**config.mk**
```make
export PLATFORM = sky130hd
export DESIGN_NAME = pkfb_mc_fifo_flat
export DESIGN_NICKNAME = d
export VERILOG_FILES = /design/src/rtl/pkfb_mc_pkg.sv /design/src/rtl/pkfb_mc_fifo_if.sv /design/src/rtl/pkfb_chan_fifo.sv /design/src/rtl/pkfb_mc_fifo.sv /design/src/flat_wrapper.sv
export SDC_FILE = /design/constraint.sdc
export NUM_CORES = 2
export LEC_CHECK = 0
export BUFFER_PORTS_ARGS = -buffer_cell sky130_fd_sc_hd__buf_2
export CORE_MARGIN = 3
export CORE_UTILIZATION = 50
export CTS_CLUSTER_DIAMETER = 60
export DETAILED_ROUTE_END_ITERATION = 10
export GPL_ROUTABILITY_DRIVEN = 0
export PLACE_DENSITY = 0.66
export SLEW_MARGIN = 10
export SYNTH_ARGS = -nofsm -noshare
export SYNTH_HDL_FRONTEND = slang
export SYNTH_SLANG_ARGS = --single-unit
```
**constraint.sdc**
```tcl
create_clock -name Sys_PKfb_Clk -period 13.1 [get_ports Sys_PKfb_Clk]
set_clock_uncertainty 0.05 [all_clocks]
set_input_delay 2.62 -clock Sys_PKfb_Clk [delete_from_list [all_inputs] [get_ports Sys_PKfb_Clk]]
set_output_delay 2.62 -clock Sys_PKfb_Clk [all_outputs]
set_load 0.01 [all_outputs]
```
**src/rtl/pkfb_mc_pkg.sv**
```systemverilog
// Shared types and helpers for the multi-channel PKfb packet FIFO.
package pkfb_mc_pkg;

  localparam int PKFB_DATA_W = 32;

  typedef struct packed {
    logic                   sof;
    logic                   eof;
    logic [PKFB_DATA_W-1:0] data;
  } pkfb_entry_t;

  typedef enum logic [0:0] {
    ACCEPT = 1'b0,
    DROP   = 1'b1
  } pkfb_chan_state_e;

  function automatic int calc_cw(input int num_ch);
    return (num_ch > 1) ? $clog2(num_ch) : 1;
  endfunction

endpackage

```
**src/rtl/pkfb_mc_fifo_if.sv**
```systemverilog
// Fabric push / consumer read bundle of the multi-channel PKfb FIFO.
interface pkfb_mc_fifo_if
  import pkfb_mc_pkg::*;
#(
  parameter int NUM_CH = 4,
  parameter int DATA_W = 32,
  parameter int DEPTH  = 16,
  localparam int LW    = $clog2(DEPTH) + 1,
  localparam int CW    = calc_cw(NUM_CH)
);
  logic [NUM_CH-1:0]    FB_PKfbPush;
  logic [DATA_W-1:0]    FB_PKfbData;
  logic                 FB_PKfbSOF;
  logic                 FB_PKfbEOF;
  logic [NUM_CH-1:0]    Ovf_Clr;
  logic [NUM_CH-1:0]    FB_PKfbOverflow;
  logic                 Rd_Req;
  logic [CW-1:0]        Rd_Ch;
  logic                 Rd_Valid;
  logic [DATA_W-1:0]    Rd_Data;
  logic                 Rd_SOF;
  logic                 Rd_EOF;
  logic [NUM_CH-1:0]    SDMA_Req;
  logic [NUM_CH*LW-1:0] Fifo_Level;

  modport master (
    output FB_PKfbPush, FB_PKfbData, FB_PKfbSOF, FB_PKfbEOF, Ovf_Clr, Rd_Req, Rd_Ch,
    input  FB_PKfbOverflow, Rd_Valid, Rd_Data, Rd_SOF, Rd_EOF, SDMA_Req, Fifo_Level
  );

  modport slave (
    input  FB_PKfbPush, FB_PKfbData, FB_PKfbSOF, FB_PKfbEOF, Ovf_Clr, Rd_Req, Rd_Ch,
    output FB_PKfbOverflow, Rd_Valid, Rd_Data, Rd_SOF, Rd_EOF, SDMA_Req, Fifo_Level
  );
endinterface

```
**src/rtl/pkfb_chan_fifo.sv**
```systemverilog
// One channel: tagged word storage, pointers, level, packet count,
// ACCEPT/DROP framing FSM and sticky overflow flag.
module pkfb_chan_fifo
  import pkfb_mc_pkg::*;
#(
  parameter int DATA_W = 32,
  parameter int DEPTH  = 16,
  localparam int AW    = $clog2(DEPTH),
  localparam int LW    = AW + 1
) (
  input  logic              clk,
  input  logic              rst_n,
  input  logic              push,
  input  logic              push_err,
  input  logic [DATA_W-1:0] push_data,
  input  logic              push_sof,
  input  logic              push_eof,
  input  logic              pop,
  input  logic              ovf_clr,
  output logic [DATA_W-1:0] head_data,
  output logic              head_sof,
  output logic              head_eof,
  output logic [LW-1:0]     level,
  output logic [LW-1:0]     level_next,
  output logic [LW-1:0]     pkt_cnt_next,
  output logic              overflow
);
  typedef struct packed {
    logic              sof;
    logic              eof;
    logic [DATA_W-1:0] data;
  } chan_entry_t;

  chan_entry_t      mem [DEPTH];
  chan_entry_t      head;
  logic [AW-1:0]    wr_ptr_reg;
  logic [AW-1:0]    rd_ptr_reg;
  logic [LW-1:0]    level_reg;
  logic [LW-1:0]    pkt_cnt_reg;
  pkfb_chan_state_e state_reg;
  pkfb_chan_state_e state_next;
  logic             ovf_reg;
  logic             ovf_next;
  logic             ovf_set;
  logic             wr_en;

  // Head is read combinationally so the top can register the selected word.
  assign head = mem[rd_ptr_reg];

  always_comb begin
    wr_en      = 1'b0;
    ovf_set    = push_err;
    state_next = state_reg;
    if (push && (state_reg == ACCEPT || push_sof)) begin
      if (level_reg != LW'(DEPTH) || pop) begin
        wr_en      = 1'b1;
        state_next = ACCEPT;
      end else begin
        ovf_set    = 1'b1;
        state_next = DROP;
      end
    end
    level_next   = level_reg + LW'(wr_en) - LW'(pop);
    pkt_cnt_next = pkt_cnt_reg + LW'(wr_en && push_eof) - LW'(pop && head.eof);
    // A new overflow event wins over a same-cycle clear.
    ovf_next     = ovf_set | (ovf_reg & ~ovf_clr);
  end

  always_ff @(posedge clk) begin
    if (!rst_n) begin
      wr_ptr_reg  <= '0;
      rd_ptr_reg  <= '0;
      level_reg   <= '0;
      pkt_cnt_reg <= '0;
      state_reg   <= ACCEPT;
      ovf_reg     <= 1'b0;
    end else begin
      if (wr_en) wr_ptr_reg <= wr_ptr_reg + 1'b1;
      if (pop)   rd_ptr_reg <= rd_ptr_reg + 1'b1;
      level_reg   <= level_next;
      pkt_cnt_reg <= pkt_cnt_next;
      state_reg   <= state_next;
      ovf_reg     <= ovf_next;
    end
  end

  always_ff @(posedge clk) begin
    if (wr_en) mem[wr_ptr_reg] <= '{sof: push_sof, eof: push_eof, data: push_data};
  end

  assign head_data = head.data;
  assign head_sof  = head.sof;
  assign head_eof  = head.eof;
  assign level     = level_reg;
  assign overflow  = ovf_reg;

endmodule

```
**src/rtl/pkfb_mc_fifo.sv**
```systemverilog
// Multi-channel PKfb packet FIFO: push decode, per-channel FIFOs,
// registered read port and per-channel SDMA service requests.
module pkfb_mc_fifo
  import pkfb_mc_pkg::*;
#(
  parameter int NUM_CH     = 4,
  parameter int DATA_W     = 32,
  parameter int DEPTH      = 16,
  parameter int REQ_THRESH = 8,
  localparam int LW        = $clog2(DEPTH) + 1
) (
  input  logic           Sys_PKfb_Clk,
  input  logic           Sys_PKfb_Rst_n,
  pkfb_mc_fifo_if.slave  bus
);
  logic                push_onehot;
  logic [NUM_CH-1:0]   push_ok;
  logic [NUM_CH-1:0]   push_err;
  logic [NUM_CH-1:0]   pop_vec;
  logic [NUM_CH-1:0]   head_sof;
  logic [NUM_CH-1:0]   head_eof;
  logic [NUM_CH-1:0]   ovf_vec;
  logic [DATA_W-1:0]   head_data    [NUM_CH];
  logic [LW-1:0]       level        [NUM_CH];
  logic [LW-1:0]       level_next   [NUM_CH];
  logic [LW-1:0]       pkt_cnt_next [NUM_CH];
  logic                rd_hit;
  logic [DATA_W-1:0]   sel_data;
  logic                sel_sof;
  logic                sel_eof;
  logic                rd_valid_reg;
  logic [DATA_W-1:0]   rd_data_reg;
  logic                rd_sof_reg;
  logic                rd_eof_reg;
  logic [NUM_CH-1:0]   sdma_req_reg;

  // A multi-hot strobe writes nowhere and flags every addressed channel.
  assign push_onehot = $onehot(bus.FB_PKfbPush);
  assign push_ok     = bus.FB_PKfbPush & {NUM_CH{push_onehot}};
  assign push_err    = bus.FB_PKfbPush & {NUM_CH{~push_onehot}};

  always_comb begin
    pop_vec  = '0;
    rd_hit   = 1'b0;
    sel_data = '0;
    sel_sof  = 1'b0;
    sel_eof  = 1'b0;
    for (int c = 0; c < NUM_CH; c++) begin
      if (bus.Rd_Req && int'(bus.Rd_Ch) == c && level[c] != '0) begin
        pop_vec[c] = 1'b1;
        rd_hit     = 1'b1;
        sel_data   = head_data[c];
        sel_sof    = head_sof[c];
        sel_eof    = head_eof[c];
      end
    end
  end

  for (genvar gi = 0; gi < NUM_CH; gi++) begin : g_ch
    pkfb_chan_fifo #(
      .DATA_W (DATA_W),
      .DEPTH  (DEPTH)
    ) u_chan (
      .clk          (Sys_PKfb_Clk),
      .rst_n        (Sys_PKfb_Rst_n),
      .push         (push_ok[gi]),
      .push_err     (push_err[gi]),
      .push_data    (bus.FB_PKfbData),
      .push_sof     (bus.FB_PKfbSOF),
      .push_eof     (bus.FB_PKfbEOF),
      .pop          (pop_vec[gi]),
      .ovf_clr      (bus.Ovf_Clr[gi]),
      .head_data    (head_data[gi]),
      .head_sof     (head_sof[gi]),
      .head_eof     (head_eof[gi]),
      .level        (level[gi]),
      .level_next   (level_next[gi]),
      .pkt_cnt_next (pkt_cnt_next[gi]),
      .overflow     (ovf_vec[gi])
    );
    assign bus.Fifo_Level[gi*LW +: LW] = level[gi];
  end

  always_ff @(posedge Sys_PKfb_Clk) begin
    if (!Sys_PKfb_Rst_n) begin
      rd_valid_reg <= 1'b0;
      rd_data_reg  <= '0;
      rd_sof_reg   <= 1'b0;
      rd_eof_reg   <= 1'b0;
      sdma_req_reg <= '0;
    end else begin
      rd_valid_reg <= rd_hit;
      if (rd_hit) begin
        rd_data_reg <= sel_data;
        rd_sof_reg  <= sel_sof;
        rd_eof_reg  <= sel_eof;
      end
      for (int c = 0; c < NUM_CH; c++) begin
        sdma_req_reg[c] <= (pkt_cnt_next[c] != '0) || (level_next[c] >= LW'(REQ_THRESH));
      end
    end
  end

  assign bus.FB_PKfbOverflow = ovf_vec;
  assign bus.Rd_Valid        = rd_valid_reg;
  assign bus.Rd_Data         = rd_data_reg;
  assign bus.Rd_SOF          = rd_sof_reg;
  assign bus.Rd_EOF          = rd_eof_reg;
  assign bus.SDMA_Req        = sdma_req_reg;

endmodule

```
**src/flat_wrapper.sv**
```systemverilog
// flat-port wrapper written by rule: the top's interface ports become plain ports
module pkfb_mc_fifo_flat import pkfb_mc_pkg::*;
#(
  parameter int NUM_CH     = 4,
  parameter int DATA_W     = 32,
  parameter int DEPTH      = 16,
  parameter int REQ_THRESH = 8,
  localparam int LW        = $clog2(DEPTH) + 1
)
  (Sys_PKfb_Clk, Sys_PKfb_Rst_n, bus_FB_PKfbPush, bus_FB_PKfbData, bus_FB_PKfbSOF, bus_FB_PKfbEOF, bus_Ovf_Clr, bus_Rd_Req, bus_Rd_Ch, bus_FB_PKfbOverflow, bus_Rd_Valid, bus_Rd_Data, bus_Rd_SOF, bus_Rd_EOF, bus_SDMA_Req, bus_Fifo_Level);
  pkfb_mc_fifo_if #(.NUM_CH(NUM_CH), .DATA_W(DATA_W), .DEPTH(DEPTH)) bus_i ();
  input  logic Sys_PKfb_Clk;
  input  logic Sys_PKfb_Rst_n;
  input wire logic [$bits(bus_i.FB_PKfbPush)-1:0] bus_FB_PKfbPush;
  input wire logic [$bits(bus_i.FB_PKfbData)-1:0] bus_FB_PKfbData;
  input wire logic [$bits(bus_i.FB_PKfbSOF)-1:0] bus_FB_PKfbSOF;
  input wire logic [$bits(bus_i.FB_PKfbEOF)-1:0] bus_FB_PKfbEOF;
  input wire logic [$bits(bus_i.Ovf_Clr)-1:0] bus_Ovf_Clr;
  input wire logic [$bits(bus_i.Rd_Req)-1:0] bus_Rd_Req;
  input wire logic [$bits(bus_i.Rd_Ch)-1:0] bus_Rd_Ch;
  output wire logic [$bits(bus_i.FB_PKfbOverflow)-1:0] bus_FB_PKfbOverflow;
  output wire logic [$bits(bus_i.Rd_Valid)-1:0] bus_Rd_Valid;
  output wire logic [$bits(bus_i.Rd_Data)-1:0] bus_Rd_Data;
  output wire logic [$bits(bus_i.Rd_SOF)-1:0] bus_Rd_SOF;
  output wire logic [$bits(bus_i.Rd_EOF)-1:0] bus_Rd_EOF;
  output wire logic [$bits(bus_i.SDMA_Req)-1:0] bus_SDMA_Req;
  output wire logic [$bits(bus_i.Fifo_Level)-1:0] bus_Fifo_Level;
  assign bus_i.FB_PKfbPush = bus_FB_PKfbPush;
  assign bus_i.FB_PKfbData = bus_FB_PKfbData;
  assign bus_i.FB_PKfbSOF = bus_FB_PKfbSOF;
  assign bus_i.FB_PKfbEOF = bus_FB_PKfbEOF;
  assign bus_i.Ovf_Clr = bus_Ovf_Clr;
  assign bus_i.Rd_Req = bus_Rd_Req;
  assign bus_i.Rd_Ch = bus_Rd_Ch;
  assign bus_FB_PKfbOverflow = bus_i.FB_PKfbOverflow;
  assign bus_Rd_Valid = bus_i.Rd_Valid;
  assign bus_Rd_Data = bus_i.Rd_Data;
  assign bus_Rd_SOF = bus_i.Rd_SOF;
  assign bus_Rd_EOF = bus_i.Rd_EOF;
  assign bus_SDMA_Req = bus_i.SDMA_Req;
  assign bus_Fifo_Level = bus_i.Fifo_Level;
  pkfb_mc_fifo #(.NUM_CH(NUM_CH), .DATA_W(DATA_W), .DEPTH(DEPTH), .REQ_THRESH(REQ_THRESH)) u_core (.Sys_PKfb_Clk(Sys_PKfb_Clk), .Sys_PKfb_Rst_n(Sys_PKfb_Rst_n), .bus(bus_i));
endmodule
```
Word-level counts from Yosys, hierarchy flattened
Memories as Yosys holds them, arrays and structs flattened. A register that Yosys moved wholly into a read port is not among the register bits.
Index checks and enable logic that the tools add are counted.
{"block": "word_totals", "ff_bits": 119, "mem_bits_rw": 2176, "input_bits": 47, "output_inout_bits": 63, "n_memories": 4}
{"name": "u_core.g_ch[0].u_chan.mem", "depth": 16, "width": 34, "read_ports": 1, "rd_clocked_by_memory_dff": 1, "write_ports": 1, "line_no": "pkfb_chan_fifo.sv:34", "rtl": "chan_entry_t mem [DEPTH];"}
{"name": "u_core.g_ch[1].u_chan.mem", "depth": 16, "width": 34, "read_ports": 1, "rd_clocked_by_memory_dff": 1, "write_ports": 1, "line_no": "pkfb_chan_fifo.sv:34"}
{"name": "u_core.g_ch[2].u_chan.mem", "depth": 16, "width": 34, "read_ports": 1, "rd_clocked_by_memory_dff": 1, "write_ports": 1, "line_no": "pkfb_chan_fifo.sv:34"}
{"name": "u_core.g_ch[3].u_chan.mem", "depth": 16, "width": 34, "read_ports": 1, "rd_clocked_by_memory_dff": 1, "write_ports": 1, "line_no": "pkfb_chan_fifo.sv:34"}
{"block": "op_classes", "add_sub_neg": 27, "magnitude_cmp": 4, "n_eq_ne": 8, "muxes": 55, "n_bitwise": 19, "reduce_logical": 41}
{"cell": "32-bit two-way mux", "n": 4}
{"cell": "1-bit two-way mux", "n": 43}
{"cell": "5-bit by 1-bit adder with 5-bit output", "n": 8}
{"cell": "5-bit nonzero test", "n": 8}
{"cell": "5-bit by 1-bit subtractor with 5-bit output", "n": 8}
{"cell": "4-bit by 1-bit adder with 4-bit output (second input constant)", "n": 8}
{"cell": "4-bit two-way mux", "n": 8}
{"cell": "5-bit by 4-bit >= comparator with 1-bit output (second input constant)", "n": 4}
{"cell": "1-bit logical AND", "n": 20}
{"cell": "5-bit != test (second input constant)", "n": 4}
{"cell": "1-bit logical OR", "n": 12}
{"cell": "1-bit NOT", "n": 9}
{"cell": "4-bit AND", "n": 2}
{"cell": "1-bit by 1-bit adder with 2-bit output", "n": 2}
{"cell": "1-bit AND", "n": 4}
{"cell": "2-bit equality test (second input constant)", "n": 2}
{"cell": "1-bit OR", "n": 4}
{"cell": "3-bit adder", "n": 1}
{"cell": "3-bit by 1-bit equality test with 1-bit output (second input constant)", "n": 1}
{"cell": "2-bit by 1-bit equality test with 1-bit output (second input constant)", "n": 1}
{"cell": "2-bit logical NOT", "n": 1}

Depth between registers and ports, before layout
{"block": "logic_depth", "word_depth": 12, "ltp_mapped": 18}

Cells and area by module
Synthesis repeated with hierarchy kept, for this count alone.
{"block": "unflattened", "cells_unflattened": 4235, "area_unflattened_um2": 89111.7}
{"mod": "pkfb_chan_fifo (u_core.g_ch[2].u_chan ...)", "n_inst": 2, "cells_per_inst": 987, "area_each_um2": 21648.3, "seq_area_each_um2": 16816.1}
{"mod": "pkfb_chan_fifo (u_core.g_ch[0].u_chan)", "n_inst": 1, "cells_per_inst": 987, "area_each_um2": 21662.0, "seq_area_each_um2": 16816.1}
{"mod": "pkfb_chan_fifo (u_core.g_ch[1].u_chan)", "n_inst": 1, "cells_per_inst": 987, "area_each_um2": 21649.5, "seq_area_each_um2": 16816.1}
{"mod": "pkfb_mc_fifo", "n_inst": 1, "cells_per_inst": 287, "area_each_um2": 2503.7, "seq_area_each_um2": 780.7}

Least setup slack after synthesis
No wires, ideal clock.
{"block": "synth_path", "path_kind": "input port to flip-flop", "start": "in bus_FB_PKfbPush[2]", "end": "mem u_core.g_ch[0].u_chan.mem[0][0] in the netlist's numbering, enable pin", "setup_time_ns": 0.468, "arrival_time_ns": 7.214, "path_slack_ns": 5.368, "path_stages": 8, "path_buffers": 1, "cell_sequence": "ha_1 ha_1 fa_1 nor3b_1 o2111a_1 clkbuf_1 nand2_1 nor3_1"}
{"block": "synth_between", "elab_chain_len": 8}
{"element": "start, declared", "line_no": "flat_wrapper.sv:14", "rtl": "input wire logic [$bits(bus_i.FB_PKfbPush)-1:0] bus_FB_PKfbPush;"}
{"element": "1-bit by 1-bit adder with 2-bit output (not written as such)", "line_no": "pkfb_mc_fifo.sv:38", "rtl": "assign push_onehot = $onehot(bus.FB_PKfbPush);"}
{"element": "3-bit adder (not written as such)", "line_no": "pkfb_mc_fifo.sv:38"}
{"element": "3-bit by 1-bit equality test with 1-bit output", "line_no": "pkfb_mc_fifo.sv:38"}
{"element": "4-bit AND", "line_no": "pkfb_mc_fifo.sv:39", "rtl": "assign push_ok = bus.FB_PKfbPush & {NUM_CH{push_onehot}};"}
{"element": "1-bit logical AND", "line_no": "pkfb_chan_fifo.sv:54", "rtl": "if (push && (state_reg == ACCEPT || push_sof)) begin"}
{"element": "1-bit two-way mux", "line_no": "pkfb_chan_fifo.sv:54"}
{"element": "1-bit two-way mux", "line_no": "pkfb_chan_fifo.sv:88", "rtl": "if (wr_en) mem[wr_ptr_reg] <= '{sof: push_sof, eof: push_eof, data: push_data};"}
{"element": "1-bit two-way mux (not written as such)", "line_no": "pkfb_chan_fifo.sv:88"}
{"element": "end, declared", "line_no": "pkfb_chan_fifo.sv:34"}
Every way passes these cells.

Worst setup path after layout
{"block": "layout_path", "start": "in bus_FB_PKfbPush[0]", "end": "reg u_core.sdma_req_reg[1], in the netlist u_core.bus.SDMA_Req[1]"}
{"block": "layout_between", "elab_chain_len": 11, "word_cells_on_any_way": 14}
{"element": "1-bit by 1-bit adder with 2-bit output (not written as such) *", "line_no": "pkfb_mc_fifo.sv:38"}
{"element": "3-bit adder (not written as such) *", "line_no": "pkfb_mc_fifo.sv:38"}
{"element": "3-bit by 1-bit equality test with 1-bit output *", "line_no": "pkfb_mc_fifo.sv:38"}
{"element": "4-bit AND *", "line_no": "pkfb_mc_fifo.sv:39"}
{"element": "1-bit logical AND *", "line_no": "pkfb_chan_fifo.sv:54"}
{"element": "1-bit two-way mux *", "line_no": "pkfb_chan_fifo.sv:54"}
{"element": "branches (longest 4 deep; another with 5-bit by 1-bit adder with 5-bit output)"}
{"element": "1-bit logical OR *", "line_no": "pkfb_mc_fifo.sv:99", "rtl": "sdma_req_reg[c] <= (pkt_cnt_next[c] != '0) || (level_next[c] >= LW'(REQ_THRESH));"}
{"element": "end signal, assigned by index", "line_no": "pkfb_mc_fifo.sv:99"}
{"element": "end, declared", "line_no": "pkfb_mc_fifo.sv:35", "rtl": "logic [NUM_CH-1:0] sdma_req_reg;"}
Every way passes the cells marked *.
A chain may end at the register's enable or synchronous reset.

==> results.md <==
- Status: finished, final reports clean
- Final cell count without fillers: 6,865
- Clock Tree Buf Depth: 3
- Critical Path Max Stage Delay: 0.55 ns
- Final hold violation count: 0
- Synth Flop Type: edfxtp_1
- Yosys warns: 0
- Initial core utilization: 50.38%
- Net switching power: 3.732 mW
- Total routed wirelength: 224,400 um
- Yosys top cell area share: 73.49%
- Seq pwr share: 51.9%
- Setup-failing EPs final: 0
- Register area: 68,090 sq um
- Die W: 427.7 um
- Reg clk slew, reported paths: 0.06 ns
- Total number of vias: 42,800
- Final nets: 4,446
- R2R Setup Slk: 8.19 ns
- Die ar.: 182,900 sq um
- Number of flip-flops in the largest register: 2,176
- Most common cell in the netlist: edfxtp_1
- Layout area overhead: 12.71%
- Peak Freq: 0.1578 GHz
- Comb pwr share: 8.8%
- Worst EP arrival: 7.03 ns
- Required time worst endpoint: 13.79 ns
- Worst r2r src: u_core.g_ch[2].u_chan.level[3]
- Biggest area consumer among synthesized cells: edfxtp_1
- Filler instances: 12,840
- Syn_nets: 4,218
- Max VDD drop: 0.0001081 V
- Postcts setup bufs: 0
- Yosys reg bits: 2,311
- DP HPWL: 129,100 um
- Vias in the first global route: 41,890
- Critical R2R Capture: u_core.bus.SDMA_Req[2]
- Initial antenna violation count: 21
- Multi-input gate area: 20,140 sq um
- Port bufs: 109
- Post-synth ARST share: 0%
- Antenna viol nets, final: 0
- CTS tree: yes
- CTS buffer count: 225
- Buf/Inv on CP: 4
- Largest net degree at the start of global routing: 99
- Crit path top cell by count: ha_1
- CP Launch Type: input port
- Min-delay worst type: flop to flop
- Maxcap violations: 0
- Layout cell share with drive strength beyond 1: 27.00%
- Min Tclk post-route: 6.336 ns
- Crit path capture type: flop
- Post-CTS Resized: 0
- Final period util: 48.37%
- Initial drt markers: 5,873
- Clock Root Buffer: clkbuf_16
- Post-Syn Instances: 4,095
- Seq/Total Area, Yosys: 76.53%
- Max-slew violations: 0
- Synth top area cells: edfxtp_1 (73%), mux4_2 (15%), dfxtp_1 (3.0%)
- Largest Register: u_core.g_ch.u_chan.mem
- Final global-route overflow total: 0
- Int Power: 12.36 mW
- Synth cell types: 56
- Post-CTS Hold Fix Bufs: 0
- Crit path kind: input port to flop
- Std-Cell Rows: 154
- Worst reg2reg path depth: 15
- Vias/cell: 6.234
- Mapped cell area: 88,910 sq um
- Slew headroom: 19.26%
- Die height: 427.7 um
- DP Cell Count: 6,436
- Clk sink count: 2,311
- Clock network fraction of total power: 39.3%
- Htree depth: 4
- WL/cell: 32.68 um
- Critical Path Sink: u_core.bus.SDMA_Req[1]
- Most frequent cells after synthesis: edfxtp_1 (2,176), mux4_2 (575), clkbuf_1 (138)
- CP Depth: 17
- Total iterations of the first detailed-routing run: 8
- Power per cell area: 160.6 nW/um^2
- TNS Setup: 0 ns
- Core ar.: 176,500 sq um
- Io pins: 110
- RSZ-0062 raised after global routing: no
- Clock insertion delay at the later pin of the skew report: 0.86 ns
- Tot GR Track Use: 24.70%
- Syn Area/Cell: 21.71 sq um
- Leak: 30.67 nW
- WHS: 0.4482 ns
- Crit path launch: bus_FB_PKfbPush[0]
- Max Fanout on Critical Path: 10
- First-pass GRT wire length: 316,500 um
- Cell Chain, Critical Path: buf_2, ha_1, ha_1, fa_1, nand4bb_1, a311oi_2, buf_4, nand2_1, ha_1, inv_1, ha_1, inv_1, fa_1, xor2_1, nand3b_1, o41a_1, or3_1
- Post-synth EDFFs: 2,176
- CP top delay family: adder cells
- Slowest cell on the critical path: fa_1
- Worst slew pin tran: 1.194 ns
- Final routed DRC violation total: 0
- Sw Ratio: 23.19%
[area by class of cell]
cell class | count | area share [%]
flip-flops and latches | 2311 | 67.94
multi-input cells | 1480 | 20.09
clock buffers | 298 | 6.150
well taps | 2340 | 2.922
repair buffers | 235 | 1.543
clock inverters | 120 | 1.058
inverters | 70 | 0.2634
diodes | 11 | 0.02747
[metal layers]
| layer | GRT usage, % | up-vias | part of all wire [%] |
|---|---|---|---|
| li1 | - | 17660 | - |
| met1 | 34.48 | 22800 | 39 |
| met2 | 38.51 | 2009 | 48 |
| met3 | 5.401 | 326 | 9.0 |
| met4 | 9.599 | 6 | 4.1 |
| met5 | 0 | - | 0.016 |
[worst min-delay path by stage]
| stage | start | end | slack [ns] | cells after the start |
|---|---|---|---|---|
| 6_report | u_core.bus.Rd_Data[11] | u_core.bus.Rd_Data[11] | 0.45 | 2 |
| 5_1_grt | u_core.bus.Rd_Data[16] | u_core.bus.Rd_Data[16] | 0.47 | 2 |
| 4_1_cts | u_core.g_ch[2].u_chan.rd_ptr_reg[1] | flop | 0.45 | 2 |
| 3_5_place_dp | u_core.bus.Rd_Data[13] | u_core.bus.Rd_Data[13] | 0.44 | 2 |
| 3_3_place_gp | u_core.bus.Rd_Data[13] | u_core.bus.Rd_Data[13] | 0.43 | 2 |
| 2_1_floorplan | u_core.g_ch[2].u_chan.rd_ptr_reg[1] | flop | 0.42 | 2 |
[power groups by stage]
stage                     Sequential, mW  Combinational, mW  Clock (mW)
after floorplan                     8.46              0.823           0
after global placement              8.51               1.39           0
after detailed placement            8.52               1.41           0
after CTS                           8.36               1.41        6.41
after global routing                8.36               1.51        6.70
final                               8.36               1.41        6.32
[stage by stage]
stage	util (%)	total power, mW	instance area [sq um]	setup slack (ns)
finish	56.78	16.09	100200	6.764
global route	56.77	16.57	100200	6.616
CTS	56.76	16.19	100200	6.905
detailed placement	52.67	9.927	92960	5.990
global placement	52.67	9.908	92960	5.987
floorplan	-	9.278	88910	5.368
[kinds of logic (layout without fill, tap and decap cells)]
kind of cell               after synthesis  in the layout  synth area share [%]
DFF                                   2311           2311                 76.53
AOI/OAI and AO/OA                      306            306                 2.537
and+or+nand+nor                        360            360                 2.042
muxes                                  685            685                 15.81
buffers and inverters                  304            723                 1.411
other                                    0             11                     0
xor gates and xnor gates                53             53                0.5221
adders and majority gates               76             76                 1.145
[cells in the final DEF, fill, tap and decap left out, types with 11 or more instances in the layout]
master	synthesis	layout
mux4_2	575	575
and2_1	27	27
clkinv_1	0	53
inv_1	68	68
buf_2	58	102
edfxtp_1	2176	2176
a21oi_1	68	67
xor2_1	27	27
buf_4	5	130
dfxtp_4	0	11
nor2_1	107	56
a32oi_1	33	33
dfxtp_1	135	123
clkinv_2	0	35
clkbuf_1	138	55
nor2b_1	16	13
o2111ai_1	33	33
clkbuf_8	0	11
o211ai_1	33	33
mux2i_1	108	108
xnor2_1	26	26
a21o_1	11	11
diode_2	0	11
bufinv_16	0	16
nand4_1	74	74
nor2_4	0	51
nor3_2	0	17
nand2_1	73	73
ha_1	67	67
clkbuf_16	0	232
a22oi_1	100	100
[worst reg2reg max path, cell delays in order (launching register included)]
cell,delay [ns]
dfxtp_1,0.39
inv_1,0.12
ha_1,0.18
nor4b_1,0.96
or2_2,0.80
inv_2,0.25
and2_1,0.28
ha_1,0.29
inv_1,0.05
ha_1,0.16
inv_1,0.06
fa_1,0.43
xnor2_1,0.17
nor3b_1,0.21
nand3_1,0.10
o31a_1,0.31
Power figures use the tool's default switching activity.
